$ cat config.mk
export PLATFORM = sky130hd
export DESIGN_NAME = mc_batch_pricer
export DESIGN_NICKNAME = d
export VERILOG_FILES = /design/src/rtl/mc_batch_pricer.sv
export SDC_FILE = /design/constraint.sdc
export NUM_CORES = 1
export LEC_CHECK = 0
export ABC_AREA = 1
export CAP_MARGIN = 20
export CORE_AREA = 2 2 157 159
export CTS_CLUSTER_SIZE = 24
export DETAILED_ROUTE_END_ITERATION = 6
export DIE_AREA = 0 0 159 161
export GPL_TIMING_DRIVEN = 0
export PLACE_DENSITY = 0.73
export SYNTH_ARGS = -nofsm -noshare
export SYNTH_HDL_FRONTEND = slang
export SYNTH_SLANG_ARGS = --single-unit
$ cat constraint.sdc
create_clock -name clk -period 6.45 [get_ports clk]
set_clock_uncertainty 0.1 [all_clocks]
set_input_delay 0.645 -clock clk [delete_from_list [all_inputs] [get_ports clk]]
set_output_delay 0.645 -clock clk [all_outputs]
set_load 0.01 [all_outputs]
$ cat src/rtl/mc_batch_pricer.sv
// Monte Carlo option-pricing aggregator: deals payoffs round-robin over NUM_LANES
// accumulators, then reduces the lanes and emits the floor-averaged batch payoff.
module mc_batch_pricer #(
  parameter int DATA_W    = 12,
  parameter int NUM_LANES = 4,
  parameter int LOG_BATCH = 10
) (
  input  logic              clk,
  input  logic              rst_n,
  input  logic              start,
  input  logic [DATA_W-1:0] K,
  input  logic              put_mode,
  input  logic              in_valid,
  output logic              in_ready,
  input  logic [DATA_W-1:0] path,
  output logic              busy,
  output logic [DATA_W-1:0] price,
  output logic              valid
);

  localparam int LOG_LANES = $clog2(NUM_LANES);
  localparam int LANE_W    = (NUM_LANES > 1) ? LOG_LANES : 1;
  localparam int ACC_W     = DATA_W + LOG_BATCH - LOG_LANES;
  localparam int SUM_W     = DATA_W + LOG_BATCH;
  localparam logic [LANE_W-1:0] LAST_LANE = LANE_W'(NUM_LANES - 1);

  typedef enum logic [2:0] {
    S_IDLE,
    S_RUN,
    S_DRAIN,
    S_REDUCE,
    S_DONE
  } state_t;

  state_t              state_q, state_d;
  logic [DATA_W-1:0]   k_q;
  logic                put_q;
  logic [LOG_BATCH-1:0] cnt_q;
  logic [LANE_W-1:0]   lane_q;
  logic                s1_valid_q;
  logic [DATA_W-1:0]   s1_path_q;
  logic [LANE_W-1:0]   s1_lane_q;
  logic [ACC_W-1:0]    acc_q [NUM_LANES];
  logic [SUM_W-1:0]    sum_q;
  logic [LANE_W-1:0]   idx_q;
  logic [DATA_W-1:0]   price_q;

  logic                start_accept;
  logic                handshake;
  logic [DATA_W-1:0]   payoff;
  logic [ACC_W-1:0]    acc_sel;
  logic [SUM_W-1:0]    sum_next;

  assign in_ready     = (state_q == S_RUN);
  assign busy         = (state_q != S_IDLE);
  assign valid        = (state_q == S_DONE);
  assign price        = price_q;
  assign start_accept = (state_q == S_IDLE) && start;
  assign handshake    = in_valid && in_ready;
  assign sum_next     = sum_q + SUM_W'(acc_sel);

  always_comb begin
    // NOTE: every always_comb output gets a default first so no path infers a latch.
    state_d = state_q;
    unique case (state_q)
      S_IDLE:   if (start) state_d = S_RUN;
      S_RUN:    if (handshake && (&cnt_q)) state_d = S_DRAIN;
      S_DRAIN:  state_d = S_REDUCE;
      S_REDUCE: if (idx_q == LAST_LANE) state_d = S_DONE;
      S_DONE:   state_d = S_IDLE;
      default:  state_d = S_IDLE;
    endcase
  end

  // Stage-2 payoff; an at-the-money sample pays nothing in either mode.
  always_comb begin
    payoff = '0;
    if (put_q) begin
      if (k_q > s1_path_q) payoff = k_q - s1_path_q;
    end else if (s1_path_q > k_q) begin
      payoff = s1_path_q - k_q;
    end
  end

  always_comb begin
    acc_sel = '0;
    for (int i = 0; i < NUM_LANES; i++) begin
      if (idx_q == LANE_W'(i)) acc_sel = acc_q[i];
    end
  end

  always_ff @(posedge clk or negedge rst_n) begin
    if (!rst_n) begin
      state_q <= S_IDLE;
    end else begin
      // NOTE: sequential state uses non-blocking assignments so all registers update together.
      state_q <= state_d;
    end
  end

  always_ff @(posedge clk or negedge rst_n) begin
    if (!rst_n) begin
      k_q        <= '0;
      put_q      <= 1'b0;
      cnt_q      <= '0;
      lane_q     <= '0;
      s1_valid_q <= 1'b0;
      s1_path_q  <= '0;
      s1_lane_q  <= '0;
      sum_q      <= '0;
      idx_q      <= '0;
      price_q    <= '0;
      // NOTE: the lane accumulators are a handful of flops, so reset clears them like any register.
      for (int i = 0; i < NUM_LANES; i++) acc_q[i] <= '0;
    end else begin
      s1_valid_q <= handshake;

      if (start_accept) begin
        k_q    <= K;
        put_q  <= put_mode;
        cnt_q  <= '0;
        lane_q <= '0;
      end else if (handshake) begin
        s1_path_q <= path;
        s1_lane_q <= lane_q;
        lane_q    <= (lane_q == LAST_LANE) ? '0 : lane_q + 1'b1;
        cnt_q     <= cnt_q + 1'b1;
      end

      for (int i = 0; i < NUM_LANES; i++) begin
        if (start_accept) begin
          acc_q[i] <= '0;
        end else if (s1_valid_q && (s1_lane_q == LANE_W'(i))) begin
          acc_q[i] <= acc_q[i] + ACC_W'(payoff);
        end
      end

      if (state_q == S_DRAIN) begin
        idx_q <= '0;
        sum_q <= '0;
      end else if (state_q == S_REDUCE) begin
        sum_q <= sum_next;
        idx_q <= idx_q + 1'b1;
        if (idx_q == LAST_LANE) price_q <= DATA_W'(sum_next >> LOG_BATCH);
      end
    end
  end

endmodule
# Word-level counts from Yosys, hierarchy flattened
# Cells that the tools add are included.
# op_classes
addsub	10
order_cmp	2
n_eq_ne	14
n_mux	28
bitwise	2
reduce_logical	21
# ops
operator	count
two-way mux 20 bit	12
adder 20 x 12 -> 20 bit	4
two-way mux 22 bit	2
two-way mux 12 bit	3
greater-than comparator 12 bit	2
subtractor 12 bit	2
adder 22 x 20 -> 22 bit	1
two-way mux 10 bit	2
one-hot mux 3 bit (4 select lines)	1
nonzero test 2 bit	6
adder 10 x 1 -> 10 bit, second input constant	1
equality test 2 bit, second input constant	5
two-way mux 2 bit	5
AND reduction 10 bit	1
two-way mux 3 bit	3
logical AND 1 bit	7
equality test 3 x 2 -> 1 bit, second input constant	2
AND reduction 3 bit	2
adder 2 x 1 -> 2 bit, second input constant	2
equality test 2 x 1 -> 1 bit, second input constant	2
logical NOT 2 bit	2
inequality test 2 bit, second input constant	2
equality test 3 x 1 -> 1 bit, second input constant	1
equality test 3 bit, second input constant	1
5 further kinds	6
# word_totals
reg_bits	159
inputBits	29
out_inout_bits	15
word_cells	92

# Longest topological paths before layout
# Gate-level depths: netlist of run 1.
# depth
depth_word	8
ltp_mapped	24
mapped_depth_nobuf	23

# Worst setup path before layout of run 1
# Ideal clock, no wire load.
# synth_path
path_kind	flip-flop to flip-flop
start	register k_q[8]
end	register acc_q[78] (netlist bit)
setup_time_ns	0.119
t_arrival_ns	2.997
t_required_ns	6.231
setup_slack_ns	3.234
path_stages_with_launch	23
n_path_buf	1
synth_period_minus_slack_ns	3.216
path_cell_list	dfrtp_1 > inv_1 > ha_1 > buf_2 > nand2_2 > nor2_4 > and2_1 > nand2_1 > nand3_2 > nand2_4 > a21oi_1 > ha_1 > inv_1 > fa_1 > nand3b_1 > nand2_1 > nand2_1 > nand2_1 > nand3_1 > nand2_1 > nand3_1 > nand2_1 > nor2_1
# synth_between
elab_chain_cells	6
elab_cells_between_ends	10
cone_classes	add/sub (3); order compare (2); mux (5)
# synth_lines
item	line_no	rtl
from (decl)	36	logic [DATA_W-1:0] k_q;
from (signal assigned)	103	k_q <= '0;
from (signal assigned)	119	k_q <= K;
subtractor 12 bit (tied with other cells)	81	payoff = s1_path_q - k_q;
two-way mux 12 bit, on equally long branches	80, 79	
two-way mux 12 bit *	78	if (put_q) begin
adder 20 x 12 -> 20 bit *	134	acc_q[i] <= acc_q[i] + ACC_W'(payoff);
two-way mux 20 bit *	133	end else if (s1_valid_q && (s1_lane_q == LANE_W'(i))) begin
two-way mux 20 bit *	131	if (start_accept) begin
to (signal, indexed assignment)	134	
to (decl)	43	logic [ACC_W-1:0] acc_q [NUM_LANES];
# Every way passes the cells marked *; elsewhere a longest branch is shown, timed or not. The select of a mux whose other input is x is not followed.
# A chain may end at the register's enable or synchronous reset.

# Worst setup path in the final report of run 1
# layout_path
start	register k_q[7]
end	register acc_q[34] (netlist bit)
# The elaborated chain is that of the path after synthesis.

==> reports/metrics.yaml, run 1 <==
final_layout:
  num_antenna_cells: 0
  nFillCells: 2360
  drive_gt1_share_pct: 4.81
  fin_nets: 2105
  seq_area_um2: 3980
  syn_to_final_growth_pct: 11.4
  multiInputGateArea_um2: 7590
yosys:
  syn_area_per_cell_um2: 6.73
  ys_seq_elements: 159
  synth_compound_area_share_pct: 13.5
  synth_top_area_share_pct: 31.2
  synth.area.mux_share_pct: 0
  yosys_most_used_dff: "dfrtp_1"
  synthSimpleGateAreaFrac_pct: 32.2
  synth_cell_types: 43
  synth_cells: 1898
  synth_top_area_cell: "dfrtp_1"
  netlist_area_um2: 12800
  yosysSeqAreaShare_pct: 31.2
  yosys.area_share.adder_pct: 11.5
  synth_top_family_by_area: "simple AND/OR/NAND/NOR gates"
  synth_edf_count: 0
  synth_warnings: 0
  synth_xor_xnor_area_share_pct: 2.26
  synth_nets: 2040
  async_flop_share_pct: 100
  synthTopCellsByArea: "dfrtp_1, nand2_1, ha_1, inv_1, a21oi_1"
timing:
  setup_viol: 0
  period_share_pct: 65.2
  slew_violations: 0
  rsz0062_at_grt: "false"
  tns_ns: 0
  slew_headroom_pct: 19.5
  fin_crit_ns: 4.21
  fin_ws_ns: 2.24
  max_freq_mhz: 238
  worstMarginPinSlew_ns: 1.21
  finalHoldViolations: 0
grt:
  track_usage_pct: 28.4
  gr-total-overflow: 0
  grtUsageMet3_pct: 3.44
  globalRouteMet1Util_pct: 40.9
  grt_antenna_before_repair: 0
  grt_pass1_wl_um: 58300
  grt_use_met2_pct: 44.8
  grt_max_degree: 86
  busiest_layer: "met2"
  grt_pass1_vias: 11600
pwr:
  intPower_uw: 3450
  power_switching_uw: 3900
  power_frac_seq_pct: 19.8
  power_frac_clock_pct: 14.0
  ir_worst_vdd_mv: 0.278
  leakage_uw: 0.00755
  finalPower_uw: 7350
  combPwrFrac_pct: 66.1
  power_density_nw_per_um2: 516
  swShare_pct: 53.1
die:
  design.core.area_um2: 24000
  die_area_um2: 25600
  start_util_pct: 53.3
  ios: 44
  placementRows: 57
  die_h_um: 161
  dieWidth_um: 159
worst_setup_path:
  cp_top_family: "simple AND/OR/NAND/NOR gates"
  crit_chain: "inv_1 > ha_1 > buf_4 > nand2_2 > nor2_2 > and2_1 > nand2_1 > nand3_2 > nand2_4 > a21oi_1 > ha_1 > inv_1 > fa_1 > nand3b_1 > nand2_1 > nand2_1 > nand2_1 > nand3_1 > nand2_1 > nand3_1 > nand2_1 > nor2_1"
  cp-end-kind: "flip-flop"
  cp.arrival_ns: 4.43
  critical_path_class: "flip-flop to flip-flop"
  cp_slowest_stage_delay_ns: 0.69
  r2r_slack_ns: 2.24
  cp_slowest_cell: "a21oi_1"
  cp_num_buf_inv: 3
  crit_fanout: 8
  critPathLaunchType: "flip-flop"
  crit_path_frequent_cell: "nand2_1"
  crit_required_ns: 6.68
clocking:
  cts_tree: "built"
  clkLatencyLatePin_ns: 0.45
  cts_hold_buf: 0
  cts_buffer_depth: 2
  clk_pin_slew_ns: 0.08
  cts_setup_buffers: 0
  cts_max_level: 4
  post_cts_resized: 0
  cts_buffers: 17
  clock_sinks: 159
  cts_root_buffer: "clkbuf_16"
route:
  viasPerCell: 5.38
  dr_total_vias: 12400
  wire_per_inst_um: 15.5
  remaining_drc_errors: 0
  drt_pass1_iterations: 6
  drt-total-wl_um: 35600
  ant_nets: 0
  drtIter0Drc: 1021
placed_design:
  dpl.hpwl_um: 27700
  dp_slack_ns: 2.35
  gp_congestion: 0.975
  port_buffers: 43
run_status:
  status: "finished clean"
run:
  cap_viol_max_count: 0
min_path:
  hold_path_class: "input port to async pin"
power by group through the flow:
stage / clock network (µW) / registers (µW) / logic, µW
after floorplan: 0 / 1440 / 3440
after global routing: 1080 / 1490 / 5420
after CTS: 1040 / 1460 / 4800
after detailed placement: 0 / 1470 / 4770
after global placement: 0 / 1460 / 4650
final: 1030 / 1460 / 4860
flip-flops by register name (all words and copies together), names as in the netlist:
name	flops
cnt_q	10
lane_q	2
put_q	1
state_q	3
s1_lane_q	2
acc_q	80
s1_valid_q	1
k_q	12
price	12
s1_path_q	12
sum_q	22
idx_q	2
layout make-up:
type / count / area share, %
multi-input cells: 1438 / 53.4
flip-flops and latches: 159 / 28.0
inverters: 265 / 7.02
repair buffers: 46 / 3.36
clock buffers: 18 / 3.02
well taps: 324 / 2.85
plain buffers: 36 / 1.39
clock inverters: 14 / 1.03
Yosys cell counts (6+ instances only):
| master | instances |
|---|---|
| xor2_1 | 14 |
| o22ai_1 | 34 |
| a21oi_1 | 133 |
| and2_1 | 6 |
| xnor2_1 | 19 |
| fa_1 | 7 |
| nand4_1 | 18 |
| nand3_1 | 133 |
| o21ai_0 | 120 |
| o21ai_1 | 11 |
| o21bai_1 | 8 |
| nor2_1 | 173 |
| buf_4 | 10 |
| clkbuf_1 | 16 |
| nand2_2 | 12 |
| nand2_1 | 571 |
| nand3b_1 | 17 |
| dfrtp_1 | 159 |
| buf_2 | 8 |
| nor3_1 | 16 |
| inv_1 | 258 |
| ha_1 | 106 |
through the flow:
| step | instances | instance area [µm²] | hold slack [ns] | util (%) |
|---|---|---|---|---|
| after CTS | 2300 | 14200 | 0.105 | 59.4 |
| after floorplan | 1898 | 12800 | 0.249 | - |
| final | 2300 | 14200 | 0.0801 | 59.4 |
| after global routing | 2300 | 14200 | 0.136 | 59.4 |
| after global placement | 2265 | 13600 | 0.365 | 56.8 |
| after detailed placement | 2268 | 13700 | 0.366 | 57.0 |
cell families (layout without fill, tap and decap cells):
| kind of cell | after synthesis | after routing |
|---|---|---|
| and+or+nand+nor | 970 | 970 |
| AOI/OAI and AO/OA | 322 | 322 |
| buffers and inverters | 301 | 379 |
| DFF | 159 | 159 |
| adders and majority gates | 113 | 113 |
| xor gates and xnor gates | 33 | 33 |
placed cells by master (no fill, tap or decap), types with 3 or more instances in the layout:
cell               n
nand2_1          571
inv_1            258
nor2_1           173
dfrtp_1          159
a21oi_1          133
nand3_1          133
o21ai_0          119
ha_1             106
clkdlybuf4s50_1   42
o22ai_1           34
xnor2_1           19
nand4_1           18
clkbuf_1          17
nand3b_1          17
clkbuf_16         17
nor3_1            16
xor2_1            14
buf_4             12
nand2_2           12
o21ai_1           12
buf_2              8
o21bai_1           8
fa_1               7
and2_1             6
a22oi_1            5
inv_2              5
nor3_2             5
inv_6              5
nand2_4            4
a21o_1             4
nand2b_1           4
nor2_2             3
or2_2              3
clkinv_4           3
inv_8              3
worst paths after layout:
kind,end,cells after the start,start
hold reg to reg,price[10],2,price[10]
setup reg to reg,acc_q[34],22,k_q[7]
hold / removal,acc_q[44],1,rst_n
min in group clk,price[10],2,price[10]
max in group asynchronous,sum_q[21],2,rst_n
setup / recovery,acc_q[34],22,k_q[7]
routing by layer:
| layer | wire, µm | vias up |
|---|---|---|
| met3 | 1750 | 54 |
| met2 | 15500 | 370 |
| met1 | 17400 | 5668 |
| li1 | - | 6271 |
| met5 | 0 | - |
| met4 | 984 | 0 |
worst reg2reg max path, stage by stage (launching register included):
cell,delay [ns]
dfrtp_1,0.36
inv_1,0.06
ha_1,0.27
buf_4,0.15
nand2_2,0.08
nor2_2,0.18
and2_1,0.16
nand2_1,0.06
nand3_2,0.09
nand2_4,0.09
a21oi_1,0.69
ha_1,0.32
inv_1,0.06
fa_1,0.41
nand3b_1,0.18
nand2_1,0.18
nand2_1,0.08
nand2_1,0.12
nand3_1,0.09
nand2_1,0.15
nand3_1,0.09
nand2_1,0.07
nor2_1,0.04
No activity file was read; power rests on OpenSTA's default activity.
==> inputs of run 2 (changes only) <==
==> constraint.sdc (replaced) <==
create_clock -name clk -period 4.16 [get_ports clk]
set_clock_uncertainty 0.1 [all_clocks]
set_input_delay 0.416 -clock clk [delete_from_list [all_inputs] [get_ports clk]]
set_output_delay 0.416 -clock clk [all_outputs]
set_load 0.01 [all_outputs]
==> run 2 against run 1 <==
Compared with the run above:
- die area stayed put
- register-to-register slack got worse by 2.0 ns
- combinational power increased by 56%
- clock power is 55% higher
- final area up 0.19%
- wire length is 0.20% lower
- setup slack got worse by 2.0 ns
- global-route usage is the same
- non-clock buffer count decreased by 1
- sequential cell count stayed put
- power grew 56%
- largest cell class unchanged
==> reports/metrics.yaml, run 2 (same netlist as run 1, synthesis figures left out) <==
run_status:
  status: "finished clean"
worst_setup_path:
  crit_fanout: 7  # -1
  critPathLaunchType: "flip-flop"
  r2r_cells: 23  # +4.5%
  cp-end-kind: "flip-flop"
  crit_required_ns: 4.39  # -2.29 ns
  crit_path_start: "k_q[5]"
  cp.arrival_ns: 4.13  # -0.30 ns
  setup.worst_path.end: "acc_q[34]"
  critical_path_class: "flip-flop to flip-flop"
  timing.rr.end: "acc_q[34]"
  rr_startpoint: "k_q[5]"
  r2r_slack_ns: 0.26  # -1.99 ns
timing:
  rsz0062_at_grt: "true"
  finalHoldViolations: 0  # unchanged
  setup_viol: 0  # unchanged
  slew_headroom_pct: 31.1  # +12 points
  fin_ws_ns: 0.258  # -1.99 ns
  max_freq_mhz: 256  # +7.8%
  fin_crit_ns: 3.90  # -0.303 ns
  slew_violations: 0  # unchanged
  period_share_pct: 93.8  # +29 points
  worstMarginPinSlew_ns: 1.03  # -0.174 ns
  hold_ws_ns: 0.384  # +0.304 ns
placed_design:
  dpl.hpwl_um: 27700  # unchanged
  port_buffers: 43  # unchanged
  dp_slack_ns: 0.0553  # -2.29 ns
  gp_congestion: 0.975  # unchanged
clocking:
  cts_tree: "built"
  cts_setup_buffers: 0  # unchanged
  clock_sinks: 159  # unchanged
  clkLatencyLatePin_ns: 0.45  # about the same
  cts_root_buffer: "clkbuf_16"
  cts_buffers: 17  # unchanged
  clk_pin_slew_ns: 0.08  # about the same
  cts_buffer_depth: 2  # unchanged
  cts_max_level: 4  # unchanged
route:
  viasPerCell: 5.36  # -0.25%
  ant_nets: 0  # unchanged
  drt_pass1_iterations: 6  # unchanged
  wire_per_inst_um: 15.5  # -0.16%
  drt-total-wl_um: 35600  # -0.20%
  dr_total_vias: 12300  # -0.29%
  remaining_drc_errors: 0  # unchanged
  drtIter0Drc: 973  # -4.7%
pwr:
  power_density_nw_per_um2: 802  # +55%
  leakage_uw: 0.00755  # about the same
  ir_worst_vdd_mv: 0.454  # +64%
  finalPower_uw: 11400  # +56%
die:
  ios: 44  # unchanged
  placementRows: 57  # unchanged
  die_area_um2: 25600  # unchanged
  start_util_pct: 53.3  # unchanged
  design.core.area_um2: 24000  # unchanged
  dieWidth_um: 159  # unchanged
  die_h_um: 161  # unchanged
grt:
  gr-total-overflow: 0  # unchanged
  grt_max_degree: 86  # unchanged
  grt_antenna_before_repair: 0  # unchanged
  grt_pass1_wl_um: 58300  # unchanged
  track_usage_pct: 28.4  # unchanged
  grt_pass1_vias: 11600  # unchanged
final_layout:
  num_antenna_cells: 0  # unchanged
  largest_registers: "acc_q: 80 flops, sum_q: 22 flops"
  post-route-util_pct: 59.5  # +0.11 points
  regMostFlops: "acc_q"
  syn_to_final_growth_pct: 11.6
  final_common_cell: "nand2_1"
  largest_register_ffs: 80  # unchanged
  fin_nets: 2104  # -0.048%
  mostFrequentLayoutCells: "nand2_1, inv_1, nor2_1"
  drive_gt1_share_pct: 5.01  # +0.20 points
run:
  cap_viol_max_count: 0  # unchanged
min_path:
  hold_path_class: "flip-flop to flip-flop"
[run 2: changes by cell type in the layout (fill, tap and decap cells not counted)]
cell,before,now
nand2_1,571,570
o22ai_1,34,33
o21ai_0,119,118
nand2_2,12,13
a21oi_2,0,1
ha_4,0,1
dlygate4sd3_1,0,1
clkbuf_1,17,15
o22ai_2,0,1
o21ai_1,12,13
ha_1,106,105
a21oi_1,133,132
[run 2: where the power goes]
group	total [µW]	switching (µW)	leakage (µW)	internal, µW
Sequential	2260	301	0.00214	1960
Combinational	7580	5010	0.00513	2560
Clock	1600	752	0.000282	848
[run 2: worst min path at each step]
stage / startpoint / endpoint / slack (ns) / cells after the start
after CTS: price[10] / price[10] / 0.39 / 2
after floorplan: rst_n / acc_q[0] / 0.02 / 0
final: price[10] / price[10] / 0.38 / 2
after global placement: price[9] / price[9] / 0.37 / 2
after global routing: price[4] / price[4] / 0.41 / 2
after detailed placement: rst_n / acc_q[44] / 0.34 / 1
[run 2: cell type report]
cell class                 count  area (µm²)
fill                        2358        9710
multi-input combinational   1438        7620
sequential                   159        3980
inverter                     265         998
timing repair buffer          47         488
clock buffer                  18         429
tap                          324         405
buffer                        34         190
clock inverter                14         146
[run 2: what timing repair did]
item	CTS	global route
endpoints found under the setup margin	1	36
hold endpoints to repair	74	0
hold buffers	1	0
gates resized for setup	1	4
[run 2: worst max-delay path, cell delays in order (launching register included)]
cell,delay (ns)
dfrtp_1,0.36
inv_1,0.06
ha_1,0.27
buf_4,0.15
nand2_1,0.06
nand2_1,0.05
inv_1,0.06
o21ai_0,0.22
nand2_1,0.11
nand3_2,0.09
nand2_4,0.09
a21oi_2,0.42
ha_1,0.27
inv_1,0.06
fa_1,0.40
nand3b_1,0.18
nand2_1,0.18
nand2_1,0.07
nand2_1,0.12
nand3_1,0.09
nand2_1,0.16
nand3_1,0.09
nand2_1,0.07
nor2_1,0.04
[run 2: metrics by stage]
stage	cell area [µm²]	setup TNS, ns	std cells
2_1_floorplan	12800	0	1898
3_3_place_gp	13600	-683.01	2265
3_5_place_dp	13700	0	2268
4_1_cts	14200	0	2301
5_1_grt	14300	-0.265	2299
6_report	14300	0	2299
[run 2: per-layer routing]
| metal | share of wire [%] | GRT usage, % | vias up |
|---|---|---|---|
| met1 | 49 | 40.9 | 5653 |
| met5 | 0 | 0 | - |
| met2 | 43 | 44.8 | 354 |
| li1 | - | - | 6265 |
| met4 | 3.0 | 9.17 | 0 |
| met3 | 4.9 | 3.42 | 55 |
==> inputs of run 3 (changes only) <==
--- a/config.mk
+++ b/config.mk
@@ -8,7 +8,6 @@
 export ABC_AREA = 1
 export CAP_MARGIN = 20
 export CORE_AREA = 2 2 157 159
-export CTS_CLUSTER_SIZE = 24
 export DETAILED_ROUTE_END_ITERATION = 6
 export DIE_AREA = 0 0 159 161
 export GPL_TIMING_DRIVEN = 0
==> results of run 3 <==
No change in the layout: final DEF, timing and power equal those of run 2.
